--- src/rtl/wb_ic_pkg.sv ---
// Shared types and sizing helpers for the N-slave Wishbone interconnect.
package wb_ic_pkg;

  typedef enum logic [1:0] {
    StIdle,
    StActive,
    StRelease
  } state_e;

  localparam int unsigned TimeoutDefault = 20;
  localparam int unsigned CntWidthDefault = $clog2(TimeoutDefault + 1);

  // Counter must be able to hold TIMEOUT itself so it can saturate there.
  function automatic int unsigned cnt_width(input int unsigned timeout);
    return $clog2(timeout + 1);
  endfunction

  function automatic int unsigned sel_width(input int unsigned num_slaves);
    return (num_slaves > 1) ? $clog2(num_slaves) : 1;
  endfunction

endpackage

--- src/rtl/wishbone_interconnect_n_if.sv ---
// Bundle of master-side and slave-side bus signals of the N-slave interconnect.
interface wishbone_interconnect_n_if #(
  parameter int unsigned NUM_SLAVES = 4,
  parameter int unsigned ADDR_WIDTH = 32,
  parameter int unsigned DATA_WIDTH = 32
);
  logic                             m_we_i;
  logic                             m_cyc_i;
  logic                             m_stb_i;
  logic [ADDR_WIDTH-1:0]            m_adr_i;
  logic [DATA_WIDTH-1:0]            m_dat_i;
  logic [DATA_WIDTH-1:0]            m_dat_o;
  logic                             m_ack_o;
  logic                             m_err_o;
  logic                             m_int_o;
  logic [NUM_SLAVES-1:0]            m_int_vec_o;
  logic                             s_we_o;
  logic [ADDR_WIDTH-1:0]            s_adr_o;
  logic [DATA_WIDTH-1:0]            s_dat_o;
  logic [NUM_SLAVES-1:0]            s_cyc_o;
  logic [NUM_SLAVES-1:0]            s_stb_o;
  logic [NUM_SLAVES-1:0]            s_ack_i;
  logic [NUM_SLAVES*DATA_WIDTH-1:0] s_dat_i;
  logic [NUM_SLAVES-1:0]            s_int_i;

  // Interconnect view: it is the slave of the upstream master.
  modport slave (
    input  m_we_i, m_cyc_i, m_stb_i, m_adr_i, m_dat_i, s_ack_i, s_dat_i, s_int_i,
    output m_dat_o, m_ack_o, m_err_o, m_int_o, m_int_vec_o,
    output s_we_o, s_adr_o, s_dat_o, s_cyc_o, s_stb_o
  );

  // Environment view: upstream master plus the peripherals.
  modport master (
    output m_we_i, m_cyc_i, m_stb_i, m_adr_i, m_dat_i, s_ack_i, s_dat_i, s_int_i,
    input  m_dat_o, m_ack_o, m_err_o, m_int_o, m_int_vec_o,
    input  s_we_o, s_adr_o, s_dat_o, s_cyc_o, s_stb_o
  );

endinterface

--- src/rtl/wb_ic_decode.sv ---
// Address decoder: extracts the slave index, checks it is mapped, and strips the
// index field so slaves see local addresses.
module wb_ic_decode
  import wb_ic_pkg::*;
#(
  parameter int unsigned NUM_SLAVES = 4,
  parameter int unsigned ADDR_WIDTH = 32,
  parameter int unsigned SEL_MSB    = 31,
  parameter int unsigned SEL_LSB    = 24,
  localparam int unsigned IdxWidth  = SEL_MSB - SEL_LSB + 1,
  localparam int unsigned SelWidth  = sel_width(NUM_SLAVES)
) (
  input  logic [ADDR_WIDTH-1:0] adr_i,
  output logic [SelWidth-1:0]   sel_o,
  output logic                  in_range_o,
  output logic [ADDR_WIDTH-1:0] local_adr_o
);

  logic [IdxWidth-1:0] idx;

  always_comb begin
    idx        = adr_i[SEL_MSB:SEL_LSB];
    in_range_o = (64'(idx) < 64'(NUM_SLAVES));
    // Truncated value is only consumed when in_range_o is set.
    sel_o      = SelWidth'(idx);
    local_adr_o = adr_i;
    local_adr_o[SEL_MSB:SEL_LSB] = '0;
  end

endmodule

--- src/rtl/wishbone_interconnect_n.sv ---
// One-master, N-slave Wishbone interconnect with bus error on unmapped
// addresses, per-transaction timeout, abort on cyc drop and registered IRQs.
module wishbone_interconnect_n
  import wb_ic_pkg::*;
#(
  parameter int unsigned NUM_SLAVES = 4,
  parameter int unsigned ADDR_WIDTH = 32,
  parameter int unsigned DATA_WIDTH = 32,
  parameter int unsigned SEL_MSB    = 31,
  parameter int unsigned SEL_LSB    = 24,
  parameter int unsigned TIMEOUT    = 20
) (
  input logic                      clk,
  input logic                      rst,
  wishbone_interconnect_n_if.slave bus
);

  localparam int unsigned CntWidth = cnt_width(TIMEOUT);
  localparam int unsigned SelWidth = sel_width(NUM_SLAVES);
  localparam logic [CntWidth-1:0] CntLast = CntWidth'(TIMEOUT - 1);
  localparam logic [CntWidth-1:0] CntMax  = CntWidth'(TIMEOUT);

  state_e                state_q;
  logic [SelWidth-1:0]   sel_q;
  logic [CntWidth-1:0]   cnt_q;
  logic                  err_q;
  logic [NUM_SLAVES-1:0] int_vec_q;
  logic                  int_q;

  logic [SelWidth-1:0]   dec_sel;
  logic                  dec_in_range;
  logic [ADDR_WIDTH-1:0] local_adr;
  logic                  active;
  logic                  sel_ack;
  logic                  timed_out;

  wb_ic_decode #(
    .NUM_SLAVES(NUM_SLAVES),
    .ADDR_WIDTH(ADDR_WIDTH),
    .SEL_MSB   (SEL_MSB),
    .SEL_LSB   (SEL_LSB)
  ) u_decode (
    .adr_i      (bus.m_adr_i),
    .sel_o      (dec_sel),
    .in_range_o (dec_in_range),
    .local_adr_o(local_adr)
  );

  // A dropped cyc suppresses both ack and timeout error in the abort cycle.
  always_comb begin
    active    = (state_q == StActive);
    sel_ack   = active && bus.m_cyc_i && bus.s_ack_i[sel_q];
    timed_out = active && bus.m_cyc_i && !sel_ack && (cnt_q == CntLast);
  end

  always_comb begin
    bus.s_we_o  = bus.m_we_i;
    bus.s_adr_o = local_adr;
    bus.s_dat_o = bus.m_dat_i;
    bus.s_cyc_o = '0;
    bus.s_stb_o = '0;
    bus.m_dat_o = '0;
    if (active) begin
      bus.s_cyc_o[sel_q] = 1'b1;
      bus.s_stb_o[sel_q] = 1'b1;
      bus.m_dat_o        = bus.s_dat_i[int'(sel_q)*DATA_WIDTH +: DATA_WIDTH];
    end
    bus.m_ack_o     = sel_ack;
    bus.m_err_o     = err_q | timed_out;
    bus.m_int_o     = int_q;
    bus.m_int_vec_o = int_vec_q;
  end

  always_ff @(posedge clk or negedge rst) begin
    if (!rst) begin
      state_q   <= StIdle;
      sel_q     <= '0;
      cnt_q     <= '0;
      err_q     <= 1'b0;
      int_vec_q <= '0;
      int_q     <= 1'b0;
    end else begin
      int_vec_q <= bus.s_int_i;
      int_q     <= |bus.s_int_i;
      err_q     <= 1'b0;
      unique case (state_q)
        StIdle: begin
          if (bus.m_cyc_i && bus.m_stb_i) begin
            if (dec_in_range) begin
              sel_q   <= dec_sel;
              cnt_q   <= '0;
              state_q <= StActive;
            end else begin
              err_q   <= 1'b1;
              state_q <= StRelease;
            end
          end
        end
        StActive: begin
          if (!bus.m_cyc_i) begin
            state_q <= StIdle;
          end else if (sel_ack || timed_out) begin
            state_q <= StRelease;
          end else if (cnt_q != CntMax) begin
            cnt_q <= cnt_q + CntWidth'(1);
          end
        end
        // Hold off until stb drops so a held strobe cannot re-issue.
        StRelease: begin
          if (!bus.m_stb_i) state_q <= StIdle;
        end
        default: state_q <= StIdle;
      endcase
    end
  end

endmodule

--- src/flat_wrapper.sv ---
// flat-port wrapper written by rule: the top's interface ports become plain ports
module wishbone_interconnect_n_flat import wb_ic_pkg::*;
#(
  parameter int unsigned NUM_SLAVES = 4,
  parameter int unsigned ADDR_WIDTH = 32,
  parameter int unsigned DATA_WIDTH = 32,
  parameter int unsigned SEL_MSB    = 31,
  parameter int unsigned SEL_LSB    = 24,
  parameter int unsigned TIMEOUT    = 20
)
  (clk, rst, bus_m_we_i, bus_m_cyc_i, bus_m_stb_i, bus_m_adr_i, bus_m_dat_i, bus_s_ack_i, bus_s_dat_i, bus_s_int_i, bus_m_dat_o, bus_m_ack_o, bus_m_err_o, bus_m_int_o, bus_m_int_vec_o, bus_s_we_o, bus_s_adr_o, bus_s_dat_o, bus_s_cyc_o, bus_s_stb_o);
  wishbone_interconnect_n_if #(.NUM_SLAVES(NUM_SLAVES), .ADDR_WIDTH(ADDR_WIDTH), .DATA_WIDTH(DATA_WIDTH)) bus_i ();
  input logic clk;
  input logic rst;
  input wire logic [$bits(bus_i.m_we_i)-1:0] bus_m_we_i;
  input wire logic [$bits(bus_i.m_cyc_i)-1:0] bus_m_cyc_i;
  input wire logic [$bits(bus_i.m_stb_i)-1:0] bus_m_stb_i;
  input wire logic [$bits(bus_i.m_adr_i)-1:0] bus_m_adr_i;
  input wire logic [$bits(bus_i.m_dat_i)-1:0] bus_m_dat_i;
  input wire logic [$bits(bus_i.s_ack_i)-1:0] bus_s_ack_i;
  input wire logic [$bits(bus_i.s_dat_i)-1:0] bus_s_dat_i;
  input wire logic [$bits(bus_i.s_int_i)-1:0] bus_s_int_i;
  output wire logic [$bits(bus_i.m_dat_o)-1:0] bus_m_dat_o;
  output wire logic [$bits(bus_i.m_ack_o)-1:0] bus_m_ack_o;
  output wire logic [$bits(bus_i.m_err_o)-1:0] bus_m_err_o;
  output wire logic [$bits(bus_i.m_int_o)-1:0] bus_m_int_o;
  output wire logic [$bits(bus_i.m_int_vec_o)-1:0] bus_m_int_vec_o;
  output wire logic [$bits(bus_i.s_we_o)-1:0] bus_s_we_o;
  output wire logic [$bits(bus_i.s_adr_o)-1:0] bus_s_adr_o;
  output wire logic [$bits(bus_i.s_dat_o)-1:0] bus_s_dat_o;
  output wire logic [$bits(bus_i.s_cyc_o)-1:0] bus_s_cyc_o;
  output wire logic [$bits(bus_i.s_stb_o)-1:0] bus_s_stb_o;
  assign bus_i.m_we_i = bus_m_we_i;
  assign bus_i.m_cyc_i = bus_m_cyc_i;
  assign bus_i.m_stb_i = bus_m_stb_i;
  assign bus_i.m_adr_i = bus_m_adr_i;
  assign bus_i.m_dat_i = bus_m_dat_i;
  assign bus_i.s_ack_i = bus_s_ack_i;
  assign bus_i.s_dat_i = bus_s_dat_i;
  assign bus_i.s_int_i = bus_s_int_i;
  assign bus_m_dat_o = bus_i.m_dat_o;
  assign bus_m_ack_o = bus_i.m_ack_o;
  assign bus_m_err_o = bus_i.m_err_o;
  assign bus_m_int_o = bus_i.m_int_o;
  assign bus_m_int_vec_o = bus_i.m_int_vec_o;
  assign bus_s_we_o = bus_i.s_we_o;
  assign bus_s_adr_o = bus_i.s_adr_o;
  assign bus_s_dat_o = bus_i.s_dat_o;
  assign bus_s_cyc_o = bus_i.s_cyc_o;
  assign bus_s_stb_o = bus_i.s_stb_o;
  wishbone_interconnect_n #(.NUM_SLAVES(NUM_SLAVES), .ADDR_WIDTH(ADDR_WIDTH), .DATA_WIDTH(DATA_WIDTH), .SEL_MSB(SEL_MSB), .SEL_LSB(SEL_LSB), .TIMEOUT(TIMEOUT)) u_core (.clk(clk), .rst(rst), .bus(bus_i));
endmodule
--- config.mk ---
export PLATFORM = sky130hd
export DESIGN_NAME = wishbone_interconnect_n_flat
export DESIGN_NICKNAME = d
export VERILOG_FILES = /design/src/rtl/wb_ic_pkg.sv /design/src/rtl/wishbone_interconnect_n_if.sv /design/src/rtl/wb_ic_decode.sv /design/src/rtl/wishbone_interconnect_n.sv /design/src/flat_wrapper.sv
export SDC_FILE = /design/constraint.sdc
export NUM_CORES = 1
export LEC_CHECK = 0
export BUFFER_PORTS_ARGS = -buffer_cell sky130_fd_sc_hd__buf_2
export CAP_MARGIN = 20
export CELL_PAD_IN_SITES_DETAIL_PLACEMENT = 2
export CELL_PAD_IN_SITES_GLOBAL_PLACEMENT = 2
export CORE_UTILIZATION = 14
export CTS_CLUSTER_SIZE = 28
export DETAILED_ROUTE_END_ITERATION = 10
export GPL_ROUTABILITY_DRIVEN = 0
export PLACE_DENSITY = 0.77
export SKIP_CTS_REPAIR_TIMING = 1
export SYNTH_ARGS = -nofsm -noshare
export SYNTH_HDL_FRONTEND = slang
export SYNTH_SLANG_ARGS = --single-unit
--- constraint.sdc ---
create_clock -name clk -period 2 [get_ports clk]
set_input_delay 0 -clock clk [delete_from_list [all_inputs] [get_ports clk]]
set_output_delay 0 -clock clk [all_outputs]
set_load 0.01 [all_outputs]
==> flow_metrics.tcl <==
set metrics [dict create \
    dieHeight_um 129 \
    internal_power_uw 838 \
    avgSynthCellArea_sq_um 10.6 \
    grtUsageMet2_pct 22.3 \
    core_sq_um 15800 \
    finalCritPeriodShare_pct 96.2 \
    final_nets 558 \
    die-area_sq_um 16700 \
    async_flop_share_pct 100 \
    crit_top_cell "a211o_1" \
    max-cap-violations 0 \
    ir_worst_vdd_v 0.000178 \
    grt_pass1_vias 2524 \
    use_met1_pct 10.7 \
    tightest_slew_ps 529 \
    synth_seq_cells 15 \
    dr.pass1.iters 3 \
    startpoint "u_core.cnt_q[0]" \
    synth-main-ff-cell "dfrtp_1" \
    h-tree-depth 1 \
    pwr-share-comb_pct 36.0 \
    overflow 0 \
    die_x_um 129 \
    crit_cells 5 \
    slowest_delay_ps 420 \
    clockRootBuffer "clkbuf_16" \
    leakage_uw 0.00155 \
    relSlewSlack_pct 64.7 \
    drive_above_1_share_pct 70.3 \
    grt_max_degree 38 \
    switchingPower_uw 292 \
    wl_per_cell_um 17.4 \
    critPathTopFamily "compound AO/OA/AOI/OAI gates" \
    start_kind "flip-flop" \
    via_count 2246 \
    hold_path.class "in2out" \
    ys_seq_area_share_pct 16.6 \
    cts_tree "built" \
    hold_viol 0 \
    num_io_pins 317 \
    grt_pass1_wl_mm 13.6 \
    r2r_slack_ps 80 \
    track_usage_pct 11.0 \
    clkPwrFrac_pct 34.9 \
    dpl.hpwl_mm 8.48 \
    fmax_ghz 0.520 \
    drtAntennaViolNets 0 \
    row_count 46 \
    clock_tree.buffer_depth 2 \
    reg2reg_to "u_core.cnt_q[4]" \
    syn_inst 214 \
    final.setup.tns_ps 0 \
    worstPathMaxFanout 6 \
    crit_chain "ha_1 -> mux2_2 -> a211o_1 -> and2_4 -> a211o_1" \
    syn_area_sq_um 2260 \
    yosysTopAreaCell "mux4_2" \
    grt_antenna_before_repair 0 \
    clkTransAtPathRegs_ps 50 \
    worstSetupEndpointType "flip-flop" \
    synthTopCellsByArea "mux4_2, buf_4, dfrtp_1" \
    clock_latency_ps 250 \
    power_frac_seq_pct 29.1 \
    clkSinkCount 15 \
    swShare_pct 25.8 \
    synth.distinct_cells 36 \
    syn_to_final_growth_pct 40.2 \
    busiest_layer "met2" \
    via_per_inst 3.97 \
    worstPathArrival_ps 2060 \
    grt_use_met3_pct 2.73 \
    worstSetupEndpoint "u_core.cnt_q[4]" \
    ff2ff_path_depth 5 \
    outcome "completed" \
    fin_crit_ps 1920 \
    r2r_start "u_core.cnt_q[0]" \
    fin_skew_ps 3.05 \
    numPortBuffers 194 \
    yosys_warnings 0 \
    antennaDiodeCount 0 \
    required_ps 2130 \
    rsz0062_at_grt "false" \
    drcViolationCount 0 \
    crit_type "reg2reg" \
    totalPowerFinal_uw 1130 \
    cp.buffers_inverters 0 \
    synth-edff-count 0 \
    wl_mm 9.86 \
    finalSetupViolations 0 \
    critPathSlowestCell "dfrtp_1" \
    start_util_pct 14.3 \
    nFillCells 1848 \
    cts_buffers 3 \
    drt_iter0_markers 19 \
    synth.top_cell.area_share_pct 32.9 \
    power_per_cell_area_nw_per_um2 357 \
    slew_violations 0 \
]
==> worst min path at each step <==
stage	startpoint	slack, ps	endpoint	cells after the start
6_report	bus_m_adr_i[23]	0.003	bus_s_adr_o[23]	0
5_1_grt	bus_m_adr_i[19]	0.02	bus_s_adr_o[19]	0
4_1_cts	rst	-330	u_core.cnt_q[0]	1
3_5_place_dp	rst	-70	u_core.bus.m_int_vec_o[0]	1
3_3_place_gp	rst	-80	u_core.cnt_q[0]	1
2_1_floorplan	rst	-300	u_core.bus.m_int_o	0
==> final cells by class <==
class	count	area [sq um]	area share, %
Tap cell	216	270	8.53
Inverter	3	11.3	0.355
Multi-Input combinational cell	121	1330	42.0
Sequential cell	15	378	11.9
Timing Repair Buffer	207	1100	34.7
Clock buffer	4	78.8	2.49
==> per-stage QoR <==
step	hold WS (ps)	std cells	instance area, sq um	util [%]	setup slack, ps
4_1_cts	-328	558	3090	19.5	70.5
3_5_place_dp	-69.3	554	3010	19.0	73.6
3_3_place_gp	-79.5	554	3010	19.0	162
2_1_floorplan	-296	221	2290	-	221
6_report	0.00282	566	3170	20.0	75.8
5_1_grt	0.0167	566	3170	20.0	1.59
==> synthesized netlist by cell type (2+ instances only) <==
library cell and count:
mux2_2 3, nor3_1 2, a211o_1 2, and2_1 32, o21ai_0 3, and3_1 3, nand2b_1 3, nor2b_1 2
nand2_1 3, buf_2 5, buf_4 69, nor2_1 3, nand3_1 5, clkbuf_1 8, mux4_2 33, dfrtp_1 15
ha_1 2, inv_1 3
==> cell families (layout without fill, tap and decap cells) <==
family          Yosys count  count (layout)  share of synthesized area, %
flops                    15              15                          16.6
simple gates             62              62                          17.6
buf+inv                  85             214                          25.9
fa+ha+maj                 2               2                          1.11
mux                      37              37                          34.8
other cells               1               8                         0.166
compound gates           12              12                          3.82
==> power by group through the flow <==
| stage | Clock, uW | Sequential (uW) | Combinational (uW) |
|---|---|---|---|
| after CTS | 400 | 329 | 399 |
| after global placement | 0 | 332 | 385 |
| after floorplan | 0 | 332 | 318 |
| after global routing | 413 | 330 | 445 |
| after detailed placement | 0 | 333 | 398 |
| final | 395 | 328 | 407 |
==> routing by layer <==
layer | wire (um) | vias up
met5 | 0 | -
met2 | 5400 | 158
met3 | 902 | 29
met1 | 3280 | 1094
li1 | - | 965
met4 | 281 | 0
==> sequential cells by signal (all words and copies together) (netlist names) <==
| name | cells |
|---|---|
| u_core.bus.m_int_o | 1 |
| u_core.err_q | 1 |
| u_core.sel_q | 2 |
| u_core.bus.m_int_vec_o | 4 |
| u_core.cnt_q | 5 |
| u_core.state_q | 2 |
==> layout by cell type, fill, tap and decap left out, types with 3 or more instances in the layout <==
cell type        n
and2_1          32
and3_1           3
buf_2          194
buf_4            5
clkbuf_16        3
conb_1           8
dfrtp_1         13
dlygate4sd3_1    7
inv_1            3
mux2_2           3
mux4_2          33
nand2_1          3
nand2b_1         3
nand3_1          5
nor2_1           3
o21ai_0          3
Note: power is estimated with default switching activity, not from simulation.
